--- src/rtl/seg7_pkg.sv ---
// Shared constants, state type and glyph table for the 7-segment scan controller.
// Optional feature: SEG7_LEADING_ZERO_BLANK_EN (see seg7_scan_controller.sv).
package seg7_pkg;

    localparam int unsigned NUM_DIGITS = 4;
    localparam int unsigned IDX_W      = $clog2(NUM_DIGITS);

    typedef enum logic {IDLE, SCAN} scan_state_t;

    localparam logic [7:0] SEG_BLANK = 8'hFF;
    localparam logic [3:0] ANODE_OFF = 4'hF;

    // Active-low {dp,g,f,e,d,c,b,a}; dp kept off in every glyph.
    localparam logic [7:0] GLYPH_TABLE [16] = '{
        8'hC0, 8'hF9, 8'hA4, 8'hB0,   // 0 1 2 3
        8'h99, 8'h92, 8'h82, 8'hF8,   // 4 5 6 7
        8'h80, 8'h90, 8'h88, 8'h83,   // 8 9 A b
        8'hC6, 8'hA1, 8'h86, 8'h8E    // C d E F
    };

    // True when digit idx sits above the most significant nonzero nibble.
    // Digit 0 is never blanked so a zero value still shows a single '0'.
    function automatic logic digit_is_leading_zero(input logic [15:0] val,
                                                   input logic [IDX_W-1:0] idx);
        logic r;
        unique case (idx)
            2'd0:    r = 1'b0;
            2'd1:    r = (val[15:4] == 12'h000);
            2'd2:    r = (val[15:8] == 8'h00);
            default: r = (val[15:12] == 4'h0);
        endcase
        return r;
    endfunction

endpackage

--- src/rtl/seg7_hex_decoder.sv ---
// Combinational nibble-to-segment lookup (active-low, dp off).
module seg7_hex_decoder
    import seg7_pkg::*;
(
    input  logic [3:0] i_nibble,
    output logic [7:0] o_seg
);

    // Table lookup of the board's hex glyphs.
    always_comb begin
        o_seg = GLYPH_TABLE[i_nibble];
    end

endmodule

--- src/rtl/seg7_scan_controller.sv ---
// Time-multiplexed scan controller for a 4-digit common-anode 7-segment display.
// Values arrive through a valid/ready handshake into a shadow register and are
// committed to the displayed register only at frame boundaries (or while idle),
// so a frame never mixes two values.
// Optional feature: define SEG7_LEADING_ZERO_BLANK_EN to blank leading-zero digits.
module seg7_scan_controller
    import seg7_pkg::*;
#(
    parameter int unsigned REFRESH_DIV = 100000,
    parameter int unsigned PRESC_W     = 17
) (
    input  logic        i_clk,
    input  logic        i_reset,
    input  logic        i_enable,
    input  logic [15:0] i_value_in,
    input  logic        i_load_valid,
    output logic        o_load_ready,
    output logic [7:0]  o_seg,
    output logic [3:0]  o_anode,
    output logic        o_frame_done
);

    localparam logic [PRESC_W-1:0] PRESC_LAST = PRESC_W'(REFRESH_DIV - 1);
    localparam logic [IDX_W-1:0]   IDX_LAST   = IDX_W'(NUM_DIGITS - 1);

    scan_state_t        r_state, w_state_next;
    logic [PRESC_W-1:0] r_presc, w_presc_next;
    logic [IDX_W-1:0]   r_idx, w_idx_next;
    logic [15:0]        r_disp;
    logic [15:0]        r_shadow;
    logic               r_pending, w_pending_next;
    logic [7:0]         r_seg, w_seg_next;
    logic [3:0]         r_anode, w_anode_next;
    logic               r_frame_done, w_frame_done_next;

    logic               w_tick;
    logic               w_accept;
    logic               w_commit;
    logic [15:0]        w_src;
    logic [IDX_W-1:0]   w_dec_idx;
    logic [3:0]         w_nibble;
    logic [7:0]         w_dec_seg;
    logic [7:0]         w_glyph;

    assign w_tick   = (r_state == SCAN) && (r_presc == PRESC_LAST);
    // Accept needs pending=0 and commit needs pending=1, so they never share an edge.
    assign w_accept = i_load_valid && !r_pending;
    assign w_commit = r_pending &&
                      ((r_state == IDLE) || (w_tick && i_enable && (r_idx == IDX_LAST)));

    // Digit 0 of a new frame already uses the value committed on the same edge.
    assign w_src     = w_commit ? r_shadow : r_disp;
    assign w_dec_idx = (r_state == SCAN) ? r_idx + IDX_W'(1) : '0;

    // Select the nibble for the digit being loaded into the output registers.
    always_comb begin
        w_nibble = w_src[3:0];
        unique case (w_dec_idx)
            2'd0:    w_nibble = w_src[3:0];
            2'd1:    w_nibble = w_src[7:4];
            2'd2:    w_nibble = w_src[11:8];
            default: w_nibble = w_src[15:12];
        endcase
    end

    seg7_hex_decoder u_decoder (
        .i_nibble (w_nibble),
        .o_seg    (w_dec_seg)
    );

`ifdef SEG7_LEADING_ZERO_BLANK_EN
    assign w_glyph = digit_is_leading_zero(w_src, w_dec_idx) ? SEG_BLANK : w_dec_seg;
`else
    assign w_glyph = w_dec_seg;
`endif

    // Next-state and registered-output logic of the scan FSM.
    always_comb begin
        w_state_next      = r_state;
        w_presc_next      = r_presc;
        w_idx_next        = r_idx;
        w_seg_next        = r_seg;
        w_anode_next      = r_anode;
        w_frame_done_next = 1'b0;

        unique case (r_state)
            IDLE: begin
                w_presc_next = '0;
                w_idx_next   = '0;
                w_seg_next   = SEG_BLANK;
                w_anode_next = ANODE_OFF;
                if (i_enable) begin
                    w_state_next = SCAN;
                    w_anode_next = 4'b1110;
                    w_seg_next   = w_glyph;
                end
            end
            SCAN: begin
                if (!i_enable) begin
                    w_state_next = IDLE;
                    w_presc_next = '0;
                    w_idx_next   = '0;
                    w_seg_next   = SEG_BLANK;
                    w_anode_next = ANODE_OFF;
                end else if (w_tick) begin
                    w_presc_next      = '0;
                    w_idx_next        = w_dec_idx;
                    w_anode_next      = ~(4'b0001 << w_dec_idx);
                    w_seg_next        = w_glyph;
                    w_frame_done_next = (r_idx == IDX_LAST);
                end else begin
                    w_presc_next = r_presc + PRESC_W'(1);
                end
            end
            default: begin
                w_state_next = IDLE;
            end
        endcase
    end

    // Pending flag: set on accept, cleared on commit.
    always_comb begin
        w_pending_next = r_pending;
        if (w_accept) begin
            w_pending_next = 1'b1;
        end else if (w_commit) begin
            w_pending_next = 1'b0;
        end
    end

    // FSM, counters and output registers.
    always_ff @(posedge i_clk or posedge i_reset) begin
        if (i_reset) begin
            r_state      <= IDLE;
            r_presc      <= '0;
            r_idx        <= '0;
            r_seg        <= SEG_BLANK;
            r_anode      <= ANODE_OFF;
            r_frame_done <= 1'b0;
        end else begin
            r_state      <= w_state_next;
            r_presc      <= w_presc_next;
            r_idx        <= w_idx_next;
            r_seg        <= w_seg_next;
            r_anode      <= w_anode_next;
            r_frame_done <= w_frame_done_next;
        end
    end

    // Shadow/pending handshake and displayed-value register.
    always_ff @(posedge i_clk or posedge i_reset) begin
        if (i_reset) begin
            r_shadow  <= 16'h0000;
            r_pending <= 1'b0;
            r_disp    <= 16'h0000;
        end else begin
            r_pending <= w_pending_next;
            if (w_accept) begin
                r_shadow <= i_value_in;
            end
            if (w_commit) begin
                r_disp <= r_shadow;
            end
        end
    end

    assign o_load_ready = ~r_pending;
    assign o_seg        = r_seg;
    assign o_anode      = r_anode;
    assign o_frame_done = r_frame_done;

endmodule

--- config.mk ---
export PLATFORM = sky130hd
export DESIGN_NAME = seg7_scan_controller
export DESIGN_NICKNAME = d
export VERILOG_FILES = /design/src/rtl/seg7_pkg.sv /design/src/rtl/seg7_hex_decoder.sv /design/src/rtl/seg7_scan_controller.sv
export SDC_FILE = /design/constraint.sdc
export NUM_CORES = 1
export LEC_CHECK = 0
export ABC_AREA = 1
export CAP_MARGIN = 0
export CORE_ASPECT_RATIO = 0.7
export CORE_MARGIN = 2
export CORE_UTILIZATION = 57
export DETAILED_ROUTE_END_ITERATION = 12
export GPL_TIMING_DRIVEN = 1
export PLACE_DENSITY_LB_ADDON = 0.12
export SYNTH_ARGS = -nofsm -noshare
export SYNTH_HDL_FRONTEND = slang
export SYNTH_HIERARCHICAL = 1
export SYNTH_SLANG_ARGS = --single-unit
--- constraint.sdc ---
create_clock -name i_clk -period 3.6 [get_ports i_clk]
set_input_delay 0.72 -clock i_clk [delete_from_list [all_inputs] [get_ports i_clk]]
set_output_delay 0.72 -clock i_clk [all_outputs]
set_load 0.005 [all_outputs]
Word level (Yosys, flattened, before mapping)

Memory sizes are Yosys's and may differ from the RTL's.
Index checks and enable logic that the tools add are counted.

Register bits: 66
Bits in read-only memories: 128
Output and inout port bits: 14
Word-level logic and storage cells: 57
Memories: 1

Add/subtract/negate cells: 2
Magnitude comparators: 1
Equal/unequal tests: 5
Shifts and indexed selects: 1
Mux-type cells: 25
Bitwise gates (word level): 4
Reductions and logical operators: 9

Memory list:

| name            | depth | width | read ports | clocked after memory_dff | wr ports | line                   | RTL |
|---|---|---|---|---|---|---|---|
| (no name shown) | 16    | 8     | 1          | 0                        | 0        | seg7_hex_decoder.sv:11 | `o_seg = GLYPH_TABLE[i_nibble];` |

Operators by type and width:

| operator              | count |
|---|---|
| $mux 8                | 5 |
| $mux 17               | 2 |
| $pmux 17 s2           | 1 |
| $add 17x1->17 const B | 1 |
| $eq 17x17->1 const B  | 1 |
| $mux 16               | 1 |
| $pmux 8 s2            | 1 |
| $pmux 4 s3            | 1 |
| $mux 4                | 2 |
| $pmux 4 s2            | 1 |
| $mux 1                | 7 |
| $mux 2                | 3 |
| $ge 5x5->1 const B    | 1 |
| $logic_and 1x1->1     | 5 |
| $not 4->5             | 1 |
| $eq 2x2->1 const B    | 2 |
| $not 4->4             | 1 |
| $pmux 2 s2            | 1 |
| $shl 1x2->4 const A   | 1 |
| $ne 3x2->1 const B    | 1 |
| $add 2x1->2 const B   | 1 |
| $eq 2x1->1 const B    | 1 |
| $logic_not 2->1       | 1 |
| $not 1->1             | 2 |
| other kinds (3)       | 3 |

Longest topological paths before layout

Depth after elaboration: 15
Mapped depth: 21

Hierarchy

The synthesis kept the hierarchy.

By module, submodules not included:

| module               | instances | cells an instance | area each (sq um) | sequential area each (sq um) |
|---|---|---|---|---|
| seg7_scan_controller | 1         | 359               | 3084.2            | 1666.6 |
| seg7_hex_decoder     | 1         | 53                | 286.5             | 0.0 |

Worst setup path before layout

No wires, ideal clock.

Kind: reg2reg
Start: reg r_presc[0]
End: reg r_seg[3], in the netlist o_seg[3]
Library setup time: 79 ps
Data arrival time: 2402 ps
Required time: 3521 ps
Path slack: 1119 ps
Cell stages (with the launch flop): 22
Period minus slack after synthesis: 2481 ps
Cells stage by stage: dfrtp_1 ha_1 nand2_2 nor2_4 inv_2 nor2_2 nand3_2 nand2_4 nand2_4 buf_6 nand2_2 nand3_1 nand4_1 inv_1 ha_1 inv_1 nand2_1 nand2_1 nand2_1 nand2_1 o21ai_0 nand2_1

Cells in the longest elaborated chain, start to end: 15
Elaborated cells between the ends (all ways): 17
Those cells by class: eq/ne (2); mux (8); bitwise (1); reduce/logical (5); memory (1)

Ends and longest elaborated chain:

| what                                        | line                        | RTL |
|---|---|---|
| start: declaration                          | seg7_scan_controller.sv:27  | `logic [PRESC_W-1:0] r_presc, w_presc_next;` |
| start signal: assignment                    | seg7_scan_controller.sv:142 | `r_presc <= w_presc_next;` |
| $eq 17x17->1 *                              | seg7_scan_controller.sv:45  | `assign w_tick = (r_state == SCAN) && (r_presc == PRESC_LAST);` |
| $logic_and 1x1->1 *                         | seg7_scan_controller.sv:45  |  |
| $logic_and 1x1->1 * (2 in a row)            | seg7_scan_controller.sv:49  | `((r_state == IDLE) \|\| (w_tick && i_enable && (r_idx == IDX_LAST)));` |
| $logic_or 1x1->1 *                          | seg7_scan_controller.sv:49  |  |
| $logic_and 1x1->1 *                         | seg7_scan_controller.sv:48  | `assign w_commit = r_pending &&` |
| $mux 16 *                                   | n/a                         |  |
| $pmux 4 s3 *                                | seg7_scan_controller.sv:58  | `unique case (w_dec_idx)` |
| via w_nibble[0]                             | seg7_scan_controller.sv:41  | `logic [3:0] w_nibble;` |
| $not 4->5 (implied by the code) *           | seg7_hex_decoder.sv:11      |  |
| $mem_v2 16x8 *                              | n/a                         |  |
| $mux 8 (implied by the code) * (2 in a row) | seg7_hex_decoder.sv:11      |  |
| via w_dec_seg[3]                            | seg7_scan_controller.sv:42  | `logic [7:0] w_dec_seg;` |
| $mux 8                                      | seg7_scan_controller.sv:105 | `end else if (w_tick) begin` |
| $mux 8                                      | seg7_scan_controller.sv:99  | `if (!i_enable) begin` |
| $pmux 8 s2 *                                | seg7_scan_controller.sv:86  | `unique case (r_state)` |
| end signal: assignment                      | seg7_scan_controller.sv:144 | `r_seg <= w_seg_next;` |
| end: declaration                            | seg7_scan_controller.sv:32  | `logic [7:0] r_seg, w_seg_next;` |

Mark *: on every way through the listed nets, which the timed path passes. The rest lies on a longest branch. The select of a mux whose other input is x is not followed.
A chain may end at the register's enable or synchronous reset.

Worst setup path in the final report

Start: in i_enable
End: reg r_seg[3], in the netlist o_seg[3]

Cells in the longest elaborated chain, start to end: 13
Elaborated cells between the ends (all ways): 15
Those cells by class: eq/ne (1); mux (8); bitwise (1); reduce/logical (4); memory (1)

Ends and longest elaborated chain:

| what                                        | line                        | RTL |
|---|---|---|
| start: declaration                          | seg7_scan_controller.sv:14  | `input logic i_enable,` |
| $logic_and 1x1->1 * (2 in a row)            | seg7_scan_controller.sv:49  |  |
| $logic_or 1x1->1 *                          | seg7_scan_controller.sv:49  |  |
| $logic_and 1x1->1 *                         | seg7_scan_controller.sv:48  |  |
| $mux 16 *                                   | n/a                         |  |
| $pmux 4 s3 *                                | seg7_scan_controller.sv:58  |  |
| via w_nibble[0]                             | seg7_scan_controller.sv:41  |  |
| $not 4->5 (implied by the code) *           | seg7_hex_decoder.sv:11      |  |
| $mem_v2 16x8 *                              | n/a                         |  |
| $mux 8 (implied by the code) * (2 in a row) | seg7_hex_decoder.sv:11      |  |
| via w_dec_seg[3]                            | seg7_scan_controller.sv:42  |  |
| $mux 8                                      | seg7_scan_controller.sv:105 |  |
| $mux 8                                      | seg7_scan_controller.sv:99  |  |
| $pmux 8 s2 *                                | seg7_scan_controller.sv:86  |  |

Marks and branches as above.

==> flow_summary.yaml <==
grt:
  first_global_vias: 2578
  grt_pass1_wl_mm: 11.7
  overflow: 0
  grt_max_degree: 34
  grt_usage_pct: 23.5
  antenna_found_initial: 0
detailed_routing:
  drc: 0
  ant_nets: 0
  wl_mm: 6.78
  wl_met1_mm: 3.37
  top_layer_used: "met4"
  dr_total_vias: 2674
  met2_length_mm: 3.07
  drtPass1Iterations: 5
  first_iter_violations: 172
  wl_met3_um: 262
  wire_per_inst_um: 12.9
  vias_per_cell: 5.07
place:
  dp_slack_ns: 0.308
  gp_congestion: 0.826
  portBuffers: 33
  hpwl_mm: 4.97
synthesis:
  synth_cell_type_count: 35
  synth_seq_cells: 66
  synth_compound_area_share_pct: 8.13
  synthesis.area_um2: 3370
  synth_simple_gate_area_share_pct: 29.6
  synth_mux_area_share_pct: 0
  seq_area_frac_synth_pct: 49.4
  yosysWarnings: 6
  syn_nets: 441
  synth_fa_ha_area_share_pct: 3.34
  synth_top_family_by_area: "simple AND/OR/NAND/NOR gates"
  synth-xor-area-share_pct: 0.260
  postSynthCellCount: 412
  avgSynthCellArea_um2: 8.18
min_path:
  min_to: "o_seg[3]$_DFFE_PP1P_"
  min_path_type: "reg2reg"
  min_path_cells: 2
  hp-start: "o_seg[3]$_DFFE_PP1P_"
setup_path:
  cpLargestDelayFamily: "simple AND/OR/NAND/NOR gates"
  r2r_start: "r_presc[0]$_DFF_PP0_"
  endpoint_kind: "flop"
  worstPathArrival_ns: 3.26
  cp_max_fo: 18
  r2r_setup_slack_ns: 0.63
  start_kind: "input pin"
  path_class: "in2reg"
  r2r_cells: 20
  worstPathCellList: "clkdlybuf4s50_1 > nand2_1 > inv_1 > nand3_2 > nand2_4 > nand2_4 > nand2_1 > nand3_1 > nand4_1 > inv_1 > ha_1 > inv_1 > nand2_1 > nand2_1 > nand2_1 > nand2_1 > o21ai_0 > nand2_1"
  crit_required_ns: 3.87
  critPathBufInv: 4
  critPathSlowestCell: "clkdlybuf4s50_1"
  crit_top_cell: "nand2_1"
  reg2reg_to: "o_seg[3]$_DFFE_PP1P_"
  slowest_delay_ns: 0.49
timing:
  holdWs_ns: 0.463
  tns_ns: 0
  fin_ws_ns: 0.610
  period_minus_slack_ns: 2.99
  fin_crit_sh_pct: 83.0
  setup_viol: 0
  hold_viol_final: 0
  drv_slew: 0
  clock.fmax_ghz: 0.335
  rsz0062_at_grt: "no"
  skew_ns: 0.00681
  slew_headroom_pct: 35.8
  worst_pin_slew_ns: 0.961
power_and_ir_drop:
  power_mw: 1.97
  ir_drop_v: 0.000305
  leakage_nw: 1.87
  p_per_area_nw_per_um2: 502
final_layout:
  antenna-diode-count: 0
  drive_gt1_share_pct: 12.2
  final_util_pct: 68.5
  area_growth_pct: 16.4
  num-nets-final: 477
clock_tree:
  cts_buffer_depth: 2
  clock-sinks: 66
  postCtsSetupBuffers: 0
  cts_resized: 0
  clk_latency_ns: 0.33
  cts_tree: "done"
  path_clk_slew_ns: 0.07
  cts_made_buffers: 9
  htreeDepth: 3
  cts_root_buf: "clkbuf_8"
  holdBufCountCts: 0
die:
  num_io_pins: 34
  die-area_um2: 6550
  fp.dieH_um: 68.3
  rows: 23
  initial_core_util_pct: 58.9
  die_x_um: 95.9
  core_area_um2: 5730
run:
  drv_cap: 0
status:
  status: "complete, no violations"
==> how the worst max path moves through the flow <==
stage               slack (ns)            startpoint  depth (start not counted)              endpoint
global placement          0.49              i_enable                         18  o_seg[3]$_DFFE_PP1P_
detailed placement        0.31              i_enable                         18  o_seg[3]$_DFFE_PP1P_
floorplan                 1.12  r_presc[0]$_DFF_PP0_                         21  o_seg[3]$_DFFE_PP1P_
global route              0.32  r_presc[0]$_DFF_PP0_                         20  o_seg[3]$_DFFE_PP1P_
finish                    0.61              i_enable                         18  o_seg[3]$_DFFE_PP1P_
CTS                       0.63              i_enable                         18  o_seg[3]$_DFFE_PP1P_
==> worst register-to-register path: stages (launching register included) <==
cell,delay (ns)
dfrtp_1,0.37
ha_1,0.20
nand2_2,0.08
nor2_4,0.13
inv_2,0.07
nor2_2,0.14
nand3_2,0.10
nand2_4,0.19
nand2_4,0.18
nand2_1,0.14
nand3_1,0.08
nand4_1,0.25
inv_1,0.17
ha_1,0.33
inv_1,0.05
nand2_1,0.06
nand2_1,0.05
nand2_1,0.05
nand2_1,0.04
o21ai_0,0.15
nand2_1,0.07
==> state kept, by name (all words and copies together) (netlist names) <==
signal        count
r_shadow         16
o_frame_done      1
r_presc          17
r_idx             2
o_seg             8
r_pending         1
o_anode           4
r_state           1
r_disp           16
==> routing by layer <==
layer,track usage (%),vias up
met3,6.72,9
li1,-,1379
met1,32.0,1240
met2,36.2,46
met4,8.57,0
met5,0,-
==> logic make-up after synthesis <==
logic type               after synthesis
flip-flops                            66
AO/OA/AOI/OAI                         49
XOR/XNOR                               1
adder cells (fa/ha/maj)                9
buffers and inverters                 73
AND/OR/NAND/NOR                      213
other                                  1
==> area by class of cell <==
cell class              count  area (µm²)
clock buffers              12         155
well taps                  75        93.8
inverters                  59         221
fillers                   467        1800
repair buffers             39         375
clock inverters             3        15.0
flip-flops and latches     66        1670
multi-input cells         273        1400
==> Yosys cell counts, drive strengths merged <==
cell type   n  area share [%]
ha          9             3.3
nor3b       1            0.22
buf        10             2.1
conb        1            0.11
nand2      88              11
clkinv      1            0.11
o32a        1            0.30
xor2        1            0.26
and2       16             3.0
o21bai      1            0.22
nand3      47             7.3
inv        58             6.5
dfrtp      54              40
o21ai      15             2.2
a31oi       4            0.74
nor3        6             1.0
a41oi       1            0.26
clkbuf      4            0.45
o31ai       1            0.37
nor2       48             5.9
o21a        2            0.45
a21oi      24             3.6
nand4       6             1.1
or2         1            0.19
dfstp      12             9.4
==> layout by cell type, fill, tap and decap left out, drive strengths merged <==
cell | netlist | final
o21bai | 1 | 1
a21oi | 24 | 24
xor2 | 1 | 1
nor3 | 6 | 6
o31ai | 1 | 1
clkdlybuf4s50 | 0 | 33
o32a | 1 | 1
a41oi | 1 | 1
or2 | 1 | 1
clkinv | 1 | 4
conb | 1 | 1
a31oi | 4 | 4
nor3b | 1 | 1
clkbuf | 4 | 12
o21ai | 15 | 15
nand4 | 6 | 6
and2 | 16 | 16
nand3 | 47 | 47
nor2 | 48 | 48
nand2 | 88 | 88
buf | 10 | 6
dfrtp | 54 | 54
ha | 9 | 9
o21a | 2 | 2
inv | 58 | 58
dfstp | 12 | 12
==> where the power goes <==
part	internal [mW]	switching [mW]	total (mW)
clock network	0.280	0.255	0.536
logic	0.212	0.301	0.513
registers	0.874	0.0454	0.920
total	1.37	0.602	1.97
==> stage by stage <==
step | cells | cell area [µm²]
CTS | 527 | 3920
global route | 527 | 3920
finish | 527 | 3920
floorplan | 412 | 3370
global placement | 512 | 3750
detailed placement | 512 | 3750
No activity file was read; power rests on OpenSTA's default activity.
